## src/rtl/rc4_encrypt_fsm.sv

```systemverilog
// RC4 encryption engine: initialises and key-shuffles S, then XORs the keystream onto a plaintext ROM.
// Optional plaintext character-class checking is built when PLAINTEXT_CHECK_EN is defined.
module rc4_encrypt_fsm #(
    parameter int MESSAGE_LENGTH = 32,
    parameter int KEY_LENGTH     = 3
) (
    input  logic        clk,
    input  logic        rst_n,
    input  logic        start,
    input  logic [23:0] secret_key,
    input  logic [7:0]  q_s,
    input  logic [7:0]  q_p,
    output logic [7:0]  address_s,
    output logic [7:0]  data_s,
    output logic        wren_s,
    output logic [4:0]  address_p,
    output logic [4:0]  address_c,
    output logic [7:0]  data_c,
    output logic        wren_c,
    output logic        busy,
    output logic        done,
    output logic        plaintext_err
);

    localparam logic [4:0] K_LAST = 5'(MESSAGE_LENGTH - 1);
    localparam logic [7:0] KEY_LEN = 8'(KEY_LENGTH);

    typedef enum logic [4:0] {
        ST_IDLE,
        ST_INIT_S,
        ST_SH_RD_I, ST_SH_WAIT_I, ST_SH_LAT_I,
        ST_SH_RD_J, ST_SH_WAIT_J, ST_SH_LAT_J,
        ST_SH_WR_J, ST_SH_WR_I,  ST_SH_NEXT,
        ST_PG_RD_I, ST_PG_WAIT_I, ST_PG_LAT_I,
        ST_PG_RD_J, ST_PG_WAIT_J, ST_PG_LAT_J,
        ST_PG_WR_J, ST_PG_WR_I,
        ST_PG_RD_F, ST_PG_WAIT_F, ST_PG_LAT_F,
        ST_PG_NEXT,
        ST_DONE
    } state_t;

    state_t      state_r, state_nxt_s;
    logic [7:0]  i_r, i_nxt_s;
    logic [7:0]  j_r, j_nxt_s;
    logic [4:0]  k_r, k_nxt_s;
    logic [23:0] key_r, key_nxt_s;
    logic [7:0]  si_r, si_nxt_s;
    logic [7:0]  sj_r, sj_nxt_s;
    logic [7:0]  address_s_r, address_s_nxt_s;
    logic [7:0]  data_s_r, data_s_nxt_s;
    logic        wren_s_r, wren_s_nxt_s;
    logic [4:0]  address_p_r, address_p_nxt_s;
    logic [4:0]  address_c_r, address_c_nxt_s;
    logic [7:0]  data_c_r, data_c_nxt_s;
    logic        wren_c_r, wren_c_nxt_s;
    logic        busy_r, busy_nxt_s;
    logic        done_r, done_nxt_s;
    logic [7:0]  key_byte_s;

`ifdef PLAINTEXT_CHECK_EN
    logic        perr_r, perr_nxt_s;

    // Accepted plaintext alphabet: lowercase letters and space.
    function automatic logic is_text_byte(input logic [7:0] b);
        return ((b >= 8'd97) && (b <= 8'd122)) || (b == 8'd32);
    endfunction
`endif

    // Key byte cycles high-to-low through the 24-bit key as i advances.
    always_comb begin
        case (i_r % KEY_LEN)
            8'd0:    key_byte_s = key_r[23:16];
            8'd1:    key_byte_s = key_r[15:8];
            default: key_byte_s = key_r[7:0];
        endcase
    end

    // Next-state and next-output logic; memory strobes default low, addresses hold.
    always_comb begin
        state_nxt_s     = state_r;
        i_nxt_s         = i_r;
        j_nxt_s         = j_r;
        k_nxt_s         = k_r;
        key_nxt_s       = key_r;
        si_nxt_s        = si_r;
        sj_nxt_s        = sj_r;
        address_s_nxt_s = address_s_r;
        data_s_nxt_s    = data_s_r;
        wren_s_nxt_s    = 1'b0;
        address_p_nxt_s = address_p_r;
        address_c_nxt_s = address_c_r;
        data_c_nxt_s    = data_c_r;
        wren_c_nxt_s    = 1'b0;
        busy_nxt_s      = busy_r;
        done_nxt_s      = done_r;
`ifdef PLAINTEXT_CHECK_EN
        perr_nxt_s      = perr_r;
`endif
        case (state_r)
            ST_IDLE, ST_DONE: begin
                if (start) begin
                    key_nxt_s   = secret_key;
                    done_nxt_s  = 1'b0;
                    busy_nxt_s  = 1'b1;
                    i_nxt_s     = 8'd0;
                    state_nxt_s = ST_INIT_S;
`ifdef PLAINTEXT_CHECK_EN
                    perr_nxt_s  = 1'b0;
`endif
                end else begin
                    busy_nxt_s  = 1'b0;
                end
            end
            ST_INIT_S: begin
                address_s_nxt_s = i_r;
                data_s_nxt_s    = i_r;
                wren_s_nxt_s    = 1'b1;
                i_nxt_s         = i_r + 8'd1;
                if (i_r == 8'd255) begin
                    j_nxt_s     = 8'd0;
                    state_nxt_s = ST_SH_RD_I;
                end else begin
                    state_nxt_s = ST_INIT_S;
                end
            end
            ST_SH_RD_I: begin
                address_s_nxt_s = i_r;
                state_nxt_s     = ST_SH_WAIT_I;
            end
            ST_SH_WAIT_I: state_nxt_s = ST_SH_LAT_I;
            ST_SH_LAT_I: begin
                si_nxt_s    = q_s;
                j_nxt_s     = j_r + q_s + key_byte_s;
                state_nxt_s = ST_SH_RD_J;
            end
            ST_SH_RD_J: begin
                address_s_nxt_s = j_r;
                state_nxt_s     = ST_SH_WAIT_J;
            end
            ST_SH_WAIT_J: state_nxt_s = ST_SH_LAT_J;
            ST_SH_LAT_J: begin
                sj_nxt_s    = q_s;
                state_nxt_s = ST_SH_WR_J;
            end
            ST_SH_WR_J: begin
                address_s_nxt_s = j_r;
                data_s_nxt_s    = si_r;
                wren_s_nxt_s    = 1'b1;
                state_nxt_s     = ST_SH_WR_I;
            end
            ST_SH_WR_I: begin
                address_s_nxt_s = i_r;
                data_s_nxt_s    = sj_r;
                wren_s_nxt_s    = 1'b1;
                state_nxt_s     = ST_SH_NEXT;
            end
            ST_SH_NEXT: begin
                if (i_r != 8'd255) begin
                    i_nxt_s     = i_r + 8'd1;
                    state_nxt_s = ST_SH_RD_I;
                end else begin
                    i_nxt_s     = 8'd1;
                    j_nxt_s     = 8'd0;
                    k_nxt_s     = 5'd0;
                    state_nxt_s = ST_PG_RD_I;
                end
            end
            ST_PG_RD_I: begin
                address_s_nxt_s = i_r;
                state_nxt_s     = ST_PG_WAIT_I;
            end
            ST_PG_WAIT_I: state_nxt_s = ST_PG_LAT_I;
            ST_PG_LAT_I: begin
                si_nxt_s    = q_s;
                j_nxt_s     = j_r + q_s;
                state_nxt_s = ST_PG_RD_J;
            end
            ST_PG_RD_J: begin
                address_s_nxt_s = j_r;
                state_nxt_s     = ST_PG_WAIT_J;
            end
            ST_PG_WAIT_J: state_nxt_s = ST_PG_LAT_J;
            ST_PG_LAT_J: begin
                sj_nxt_s    = q_s;
                state_nxt_s = ST_PG_WR_J;
            end
            ST_PG_WR_J: begin
                address_s_nxt_s = j_r;
                data_s_nxt_s    = si_r;
                wren_s_nxt_s    = 1'b1;
                state_nxt_s     = ST_PG_WR_I;
            end
            ST_PG_WR_I: begin
                address_s_nxt_s = i_r;
                data_s_nxt_s    = sj_r;
                wren_s_nxt_s    = 1'b1;
                state_nxt_s     = ST_PG_RD_F;
            end
            ST_PG_RD_F: begin
                address_s_nxt_s = si_r + sj_r;
                address_p_nxt_s = k_r;
                state_nxt_s     = ST_PG_WAIT_F;
            end
            ST_PG_WAIT_F: state_nxt_s = ST_PG_LAT_F;
            ST_PG_LAT_F: begin
                address_c_nxt_s = k_r;
                data_c_nxt_s    = q_s ^ q_p;
                wren_c_nxt_s    = 1'b1;
                state_nxt_s     = ST_PG_NEXT;
`ifdef PLAINTEXT_CHECK_EN
                if (!is_text_byte(q_p)) begin
                    perr_nxt_s = 1'b1;
                end else begin
                    perr_nxt_s = perr_r;
                end
`endif
            end
            ST_PG_NEXT: begin
                if (k_r < K_LAST) begin
                    k_nxt_s     = k_r + 5'd1;
                    i_nxt_s     = i_r + 8'd1;
                    state_nxt_s = ST_PG_RD_I;
                end else begin
                    busy_nxt_s  = 1'b0;
                    done_nxt_s  = 1'b1;
                    state_nxt_s = ST_DONE;
                end
            end
            default: state_nxt_s = ST_IDLE;
        endcase
    end

    // State, datapath and registered-output flops; reset aborts any run in progress.
    always_ff @(posedge clk or negedge rst_n) begin
        if (!rst_n) begin
            state_r     <= ST_IDLE;
            i_r         <= 8'd0;
            j_r         <= 8'd0;
            k_r         <= 5'd0;
            key_r       <= 24'd0;
            si_r        <= 8'd0;
            sj_r        <= 8'd0;
            address_s_r <= 8'd0;
            data_s_r    <= 8'd0;
            wren_s_r    <= 1'b0;
            address_p_r <= 5'd0;
            address_c_r <= 5'd0;
            data_c_r    <= 8'd0;
            wren_c_r    <= 1'b0;
            busy_r      <= 1'b0;
            done_r      <= 1'b0;
`ifdef PLAINTEXT_CHECK_EN
            perr_r      <= 1'b0;
`endif
        end else begin
            state_r     <= state_nxt_s;
            i_r         <= i_nxt_s;
            j_r         <= j_nxt_s;
            k_r         <= k_nxt_s;
            key_r       <= key_nxt_s;
            si_r        <= si_nxt_s;
            sj_r        <= sj_nxt_s;
            address_s_r <= address_s_nxt_s;
            data_s_r    <= data_s_nxt_s;
            wren_s_r    <= wren_s_nxt_s;
            address_p_r <= address_p_nxt_s;
            address_c_r <= address_c_nxt_s;
            data_c_r    <= data_c_nxt_s;
            wren_c_r    <= wren_c_nxt_s;
            busy_r      <= busy_nxt_s;
            done_r      <= done_nxt_s;
`ifdef PLAINTEXT_CHECK_EN
            perr_r      <= perr_nxt_s;
`endif
        end
    end

    assign address_s = address_s_r;
    assign data_s    = data_s_r;
    assign wren_s    = wren_s_r;
    assign address_p = address_p_r;
    assign address_c = address_c_r;
    assign data_c    = data_c_r;
    assign wren_c    = wren_c_r;
    assign busy      = busy_r;
    assign done      = done_r;
`ifdef PLAINTEXT_CHECK_EN
    assign plaintext_err = perr_r;
`else
    assign plaintext_err = 1'b0;
`endif

endmodule

```

## config.mk

```make
export PLATFORM = sky130hd
export DESIGN_NAME = rc4_encrypt_fsm
export DESIGN_NICKNAME = d
export VERILOG_FILES = /design/src/rtl/rc4_encrypt_fsm.sv
export SDC_FILE = /design/constraint.sdc
export NUM_CORES = 1
export LEC_CHECK = 0
export CORE_MARGIN = 8
export CORE_UTILIZATION = 30
export DETAILED_ROUTE_END_ITERATION = 12
export PLACE_DENSITY = 0.48
export SLEW_MARGIN = 30
export SYNTH_ARGS = -nofsm -noshare
export SYNTH_HDL_FRONTEND = slang
export SYNTH_SLANG_ARGS = --single-unit
```

## constraint.sdc

```tcl
create_clock -name clk -period 12.44 [get_ports clk]
set_clock_uncertainty 0.2 [all_clocks]
set_input_delay 1.866 -clock clk [delete_from_list [all_inputs] [get_ports clk]]
set_output_delay 1.866 -clock clk [all_outputs]
set_load 0.05 [all_outputs]
```

==> results.yml, run 1 <==
outcome:
  status: "complete, no violations"
detailed_routing:
  postRouteAntennaNets: 0
  detail_route.wl_per_cell_um: 17.3
  vias: 4905
  drt_iter0_markers: 341
  top_layer: "met4"
  routed_wl_um: 16800
  drc: 0
  met3_length_um: 567
  viasPerCell: 5.05
  met1_length_um: 8080
  dr.pass1.iters: 5
  wl_met2_um: 7940
setup_path:
  critPathBufInv: 1
  critPathCaptureType: "register"
  startpoint_type: "register"
  path_delay_family: "compound AO/OA/AOI/OAI gates"
  crit_top_cell: "a21oi_1"
  crit_required_ps: 12470
  crit_arrival_ps: 6790
  critical_path.max_stage_delay_ps: 710
  crit_fanout: 20
  crit_type: "register to register"
  slowest_stage: "dfrtp_1"
yosys:
  ys_types: 62
  syn_nets: 710
  synth_ff_type: "dfrtp_1"
  synth_top_cell_by_area: "dfrtp_1"
  synthCells: 637
  yosysTopAreaCellShare_pct: 42.1
  synth_edf_count: 0
  synth.area.top_cells: "dfrtp_1 (42%), mux2_2 (8.2%), ha_1 (5.5%)"
  synth_area_per_cell_um2: 9.71
  synth-simple-area-share_pct: 14.0
  synth_top_family_by_area: "compound AO/OA/AOI/OAI gates"
  synth-seq-cells: 104
  yosys.area_share.adder_pct: 6.43
  synth_xor_xnor_area_share_pct: 5.64
  yosysSeqAreaShare_pct: 42.1
  muxShareOfSynthArea_pct: 10.5
  syn_area_mm2: 0.00618
  synth_compound_area_share_pct: 17.5
  yosysWarnings: 0
  synthArstFlopShare_pct: 100
layout:
  nets: 770
  drive_gt1_share_pct: 10.3
  design_area_mm2: 0.00747
  layout_common_cells: "dfrtp_1 (104), clkdlybuf4s50_1 (79), nor2_1 (74)"
  layout_commonest_cell: "dfrtp_1"
  antennaDiodeCount: 0
  area_growth_pct: 20.8
global_routing:
  grt_pass1_wl_um: 27800
  grt_pass1_vias: 5035
  grt.overflow.total: 0
  antenna_found_initial: 0
  grt_max_degree: 67
  track_usage_pct: 13.4
clock_network:
  cts_setup_buffers: 0
  cts_resized: 0
  clk_path_buf_depth: 2
  tritoncts: "built"
  cts_root_buf: "clkbuf_16"
  h-tree-depth: 3
  hold_buffers: 0
  worstSkewPairLatency_ps: 350
  path_clk_slew_ps: 70
  numCtsBuffers: 9
  cts_sinks: 104
timing:
  fin_ws_ps: 5680
  max_slew.worst_pin.slew_ps: 873
  rsz0062_at_grt: "false"
  timing.setup.tns_ps: 0
  whs_ps: 281
  period_minus_slack_ps: 6760
  slew_headroom_pct: 41.6
  fmax_ghz: 0.148
  slew_violations: 0
  setup_violations: 0
  hold_violations: 0
  fin_crit_sh_pct: 54.4
power_and_ir_drop:
  power_frac_comb_pct: 31.0
  irDropWorstVdd_mv: 0.0625
  power_density_mw_per_mm2: 129
  p_sw_share_pct: 33.7
  intPower_uw: 640
  leakagePower_uw: 0.00315
  netSwitchingPower_uw: 325
  p_seq_share_pct: 41.1
  p_clk_share_pct: 27.9
floorplan:
  dieArea_mm2: 0.0255
  start_util_pct: 30.6
  die_x_um: 160
  coreArea_mm2: 0.0202
  rows: 52
  io_pins: 82
  die_h_um: 160
place:
  dpl_cell_area_mm2: 0.00720
  portBuffers: 80
  pre_cts_slack_ps: 5720
  hpwl_um: 12800
  globalplace.congestion: 0.848
hold_path:
  hp-class: "register to register"
flow_run:
  drv_cap: 0
-- power by group through the flow --
| stage | Sequential, µW | Combinational (µW) | Clock (µW) |
|---|---|---|---|
| after floorplan | 420 | 184 | 0 |
| after global placement | 402 | 300 | 0 |
| after detailed placement | 403 | 300 | 0 |
| after CTS | 397 | 303 | 280 |
| after global routing | 400 | 331 | 292 |
| final | 396 | 299 | 269 |
-- tightest hold or removal path, delay by kind of cell, from the launching register on --
kind             cells  cell delay, ps
flip-flops           1             350
AND/OR/NAND/NOR      2             100
-- metrics by stage --
step                utilization [%]  std cells  total power [µW]
CTS                            36.9        971               979
floorplan                         -        637               604
detailed placement             35.6        956               704
finish                         36.9        971               965
global placement               35.6        956               703
global route                   36.9        971              1020
-- flip-flops by register name, summed over array words and instances (netlist names) --
name,count
address_s,8
j_r,8
state_r,5
wren_c,1
address_c,5
wren_s,1
busy,1
si_r,8
done,1
address_p,5
sj_r,8
key_r,24
i_r,8
k_r,5
data_s,8
data_c,8
-- final cells by class --
class	instances	area, µm²
clock buffer	11	243
clock inverter	4	27.5
fill	1989	12800
inverter	20	75.1
multi-input combinational	478	3360
sequential	104	2600
tap	270	338
timing repair buffer	84	828
-- cell usage after synthesis, drive strengths merged, types with 2 or more instances --
cell and number:
mux2 46, nand2 43, nand3 8, o21bai 8
nor3 12, a21o 11, o21ai 29, nand2b 5
or4bb 2, o211ai 5, a22oi 15, a21boi 2
or4 5, nor2 74, o32ai 4, nor3b 4
clkbuf 22, nor2b 5, a221oi 8, a21oi 60
nand4 3, ha 27, and3 5, and2 4
o22ai 3, a211oi 4, xor2 11, a222oi 5
xnor2 28, nand4b 2, a31oi 4, fa 3
mux2i 12, dfrtp 104, inv 20, nor4 4
and3b 2, buf 13, a221o 2
-- routing by layer --
layer  up-vias  GRT usage, %
met2        96          21.4
met3        14          2.79
li1       2406             -
met4         0          4.03
met5         -             0
met1      2389          17.9
-- cells by family (layout without fill, tap and decap cells) --
logic type	count (synthesis)	in the layout
buffers and inverters	55	119
DFF	104	104
muxes	58	58
other	1	1
and+or+nand+nor	182	182
adders and majority gates	30	30
AOI/OAI and AO/OA	168	168
xor gates and xnor gates	39	39
-- final timing paths --
| kind | start | slack (ps) | end | cells past startpoint |
|---|---|---|---|---|
| worst max register to register | i_r[4]$_DFFE_PN0P_ | 5680 | j_r[7]$_DFFE_PN0P_ | 26 |
| min in group asynchronous | rst_n | 1280 | address_c[2]$_DFFE_PN0P_ | 1 |
| worst min-delay path | busy$_DFFE_PN0P_ | 280 | busy$_DFFE_PN0P_ | 2 |
| max in group asynchronous | rst_n | 9490 | data_s[2]$_DFFE_PN0P_ | 2 |
| worst min register to register | busy$_DFFE_PN0P_ | 280 | busy$_DFFE_PN0P_ | 2 |
| worst max-delay path | i_r[4]$_DFFE_PN0P_ | 5680 | j_r[7]$_DFFE_PN0P_ | 26 |
(Power assumes the default switching activity.)
==> run 2, diff against run 1 <==
--- a/config.mk
+++ b/config.mk
@@ -8,7 +8,7 @@
 export CORE_MARGIN = 8
 export CORE_UTILIZATION = 30
 export DETAILED_ROUTE_END_ITERATION = 12
-export PLACE_DENSITY = 0.48
+export PLACE_DENSITY = 0.49
 export SLEW_MARGIN = 30
 export SYNTH_ARGS = -nofsm -noshare
 export SYNTH_HDL_FRONTEND = slang
==> constraint.sdc (replaced) <==
create_clock -name clk -period 6.05 [get_ports clk]
set_clock_uncertainty 0.2 [all_clocks]
set_input_delay 0.9075 -clock clk [delete_from_list [all_inputs] [get_ports clk]]
set_output_delay 0.9075 -clock clk [all_outputs]
set_load 0.05 [all_outputs]
==> results.yml, run 2 (synthesis results as in run 1) <==
timing:
  period_minus_slack_ps: 5750
  whs_ps: 275
  fin_crit_sh_pct: 95.1
  max_slew.worst_pin.slew_ps: 860
  slew_headroom_pct: 42.7
  hold_violations: 0
  setup_violations: 0
  fin_ws_ps: 298
  slew_violations: 0
  fmax_ghz: 0.174
place:
  dpl_cell_area_mm2: 0.00730
  hpwl_um: 13400
  dp_cells: 969
  pre_cts_slack_ps: -154
  globalplace.congestion: 0.847
  portBuffers: 80
setup_path:
  critPathBufInv: 2
  crit_type: "register to register"
  startpoint_type: "register"
  slowest_stage: "or4_1"
  crit_required_ps: 6090
  crit_fanout: 8
  crit_top_cell: "a21oi_2"
  critical_path.max_stage_delay_ps: 520
  crit_arrival_ps: 5790
  path_delay_family: "compound AO/OA/AOI/OAI gates"
  critPathCaptureType: "register"
layout:
  final_cells: 996
  final_core_util_pct: 38.3
  nets: 794
  layout_commonest_cell: "dfrtp_1"
  fillers: 1991
  largest-register: "key_r"
  area_growth_pct: 25.4
  antennaDiodeCount: 0
  design_area_mm2: 0.00776
  drive_gt1_share_pct: 15.6
  layout_common_cells: "dfrtp_1 (99), clkdlybuf4s50_1 (79), nor2_1 (74)"
  largest_reg_flops: 24
detailed_routing:
  routed_wl_um: 17700
  drt_iter0_markers: 307
  postRouteAntennaNets: 0
  detail_route.wl_per_cell_um: 17.8
  vias: 5084
  dr.pass1.iters: 6
  viasPerCell: 5.10
  drc: 0
floorplan:
  rows: 52
  die_x_um: 160
  die_h_um: 160
  start_util_pct: 30.6
  io_pins: 82
  coreArea_mm2: 0.0202
  dieArea_mm2: 0.0255
power_and_ir_drop:
  leakagePower_uw: 0.00327
  power_density_mw_per_mm2: 267
  irDropWorstVdd_mv: 0.153
clock_network:
  worstSkewPairLatency_ps: 350
  numCtsBuffers: 9
  path_clk_slew_ps: 70
  clk_path_buf_depth: 2
  h-tree-depth: 3
  cts_root_buf: "clkbuf_16"
  cts_sinks: 104
  tritoncts: "built"
global_routing:
  grt_max_degree: 54
  grt.overflow.total: 0
  track_usage_pct: 14.1
  antenna_found_initial: 0
  grt_pass1_wl_um: 28900
  grt_pass1_vias: 5135
hold_path:
  hp-class: "register to register"
flow_run:
  drv_cap: 0
outcome:
  status: "complete, no violations"
-- run 2: cell count changes in the layout (fill, tap and decap cells not counted), sizes merged --
cell      change
clkinvlp      +1
inv           -1
buf          +24
bufinv        +1
-- run 2: metrics by stage --
stage / total power (µW) / setup TNS, ps
6_report: 2070 / 0
5_1_grt: 2190 / -44.1
4_1_cts: 2080 / 0
3_5_place_dp: 1470 / -178
3_3_place_gp: 1460 / -7.96
2_1_floorplan: 1240 / 0
-- run 2: path summary, 6_finish.rpt --
check,startpoint,endpoint,slack (ps),cells after the start
min,address_p[4]$_DFFE_PN0P_,address_p[4]$_DFFE_PN0P_,280,2
min reg2reg,address_p[4]$_DFFE_PN0P_,address_p[4]$_DFFE_PN0P_,280,2
max,i_r[4]$_DFFE_PN0P_,j_r[7]$_DFFE_PN0P_,300,26
min in group asynchronous,rst_n,address_c[2]$_DFFE_PN0P_,390,1
max in group asynchronous,rst_n,i_r[7]$_DFFE_PN0P_,4050,2
max reg2reg,i_r[4]$_DFFE_PN0P_,j_r[7]$_DFFE_PN0P_,300,26
-- run 2: worst reg2reg max path, delay by kind of cell, from the launching register on --
kind	cells	cell delay, ps
AO/OA/AOI/OAI	11	1820
AND/OR/NAND/NOR	5	1390
adder cells (fa/ha/maj)	3	690
XOR/XNOR	4	570
flip-flops	1	470
multiplexers	1	260
buffers and inverters	2	230
-- run 2: routing by layer --
layer,GRT usage (%),part of all wire (%),vias up
met5,0,0,-
met4,3.82,1.6,0
met3,2.84,3.9,17
met2,22.7,48,116
met1,18.8,47,2484
li1,-,-,2467
-- run 2: power by group --
group	internal, µW	switching, µW	total (µW)
clock network	326	276	602
logic	291	364	655
registers	751	59.5	811
-- run 2: layout make-up --
| class | instances | area (µm²) | area share (%) |
|---|---|---|---|
| clock buffers | 11 | 233 | 3.00 |
| multi-input cells | 478 | 3420 | 44.0 |
| flip-flops and latches | 104 | 2610 | 33.6 |
| clock inverters | 5 | 66.3 | 0.855 |
| inverters | 20 | 75.1 | 0.968 |
| repair buffers | 108 | 1020 | 13.1 |
| well taps | 270 | 338 | 4.36 |
-- run 2: repair_timing --
action,CTS,global route
hold buffers,0,0
gates resized for setup,6,17
pin swaps,0,6
endpoints found under the setup margin,2,4
setup buffers,3,8
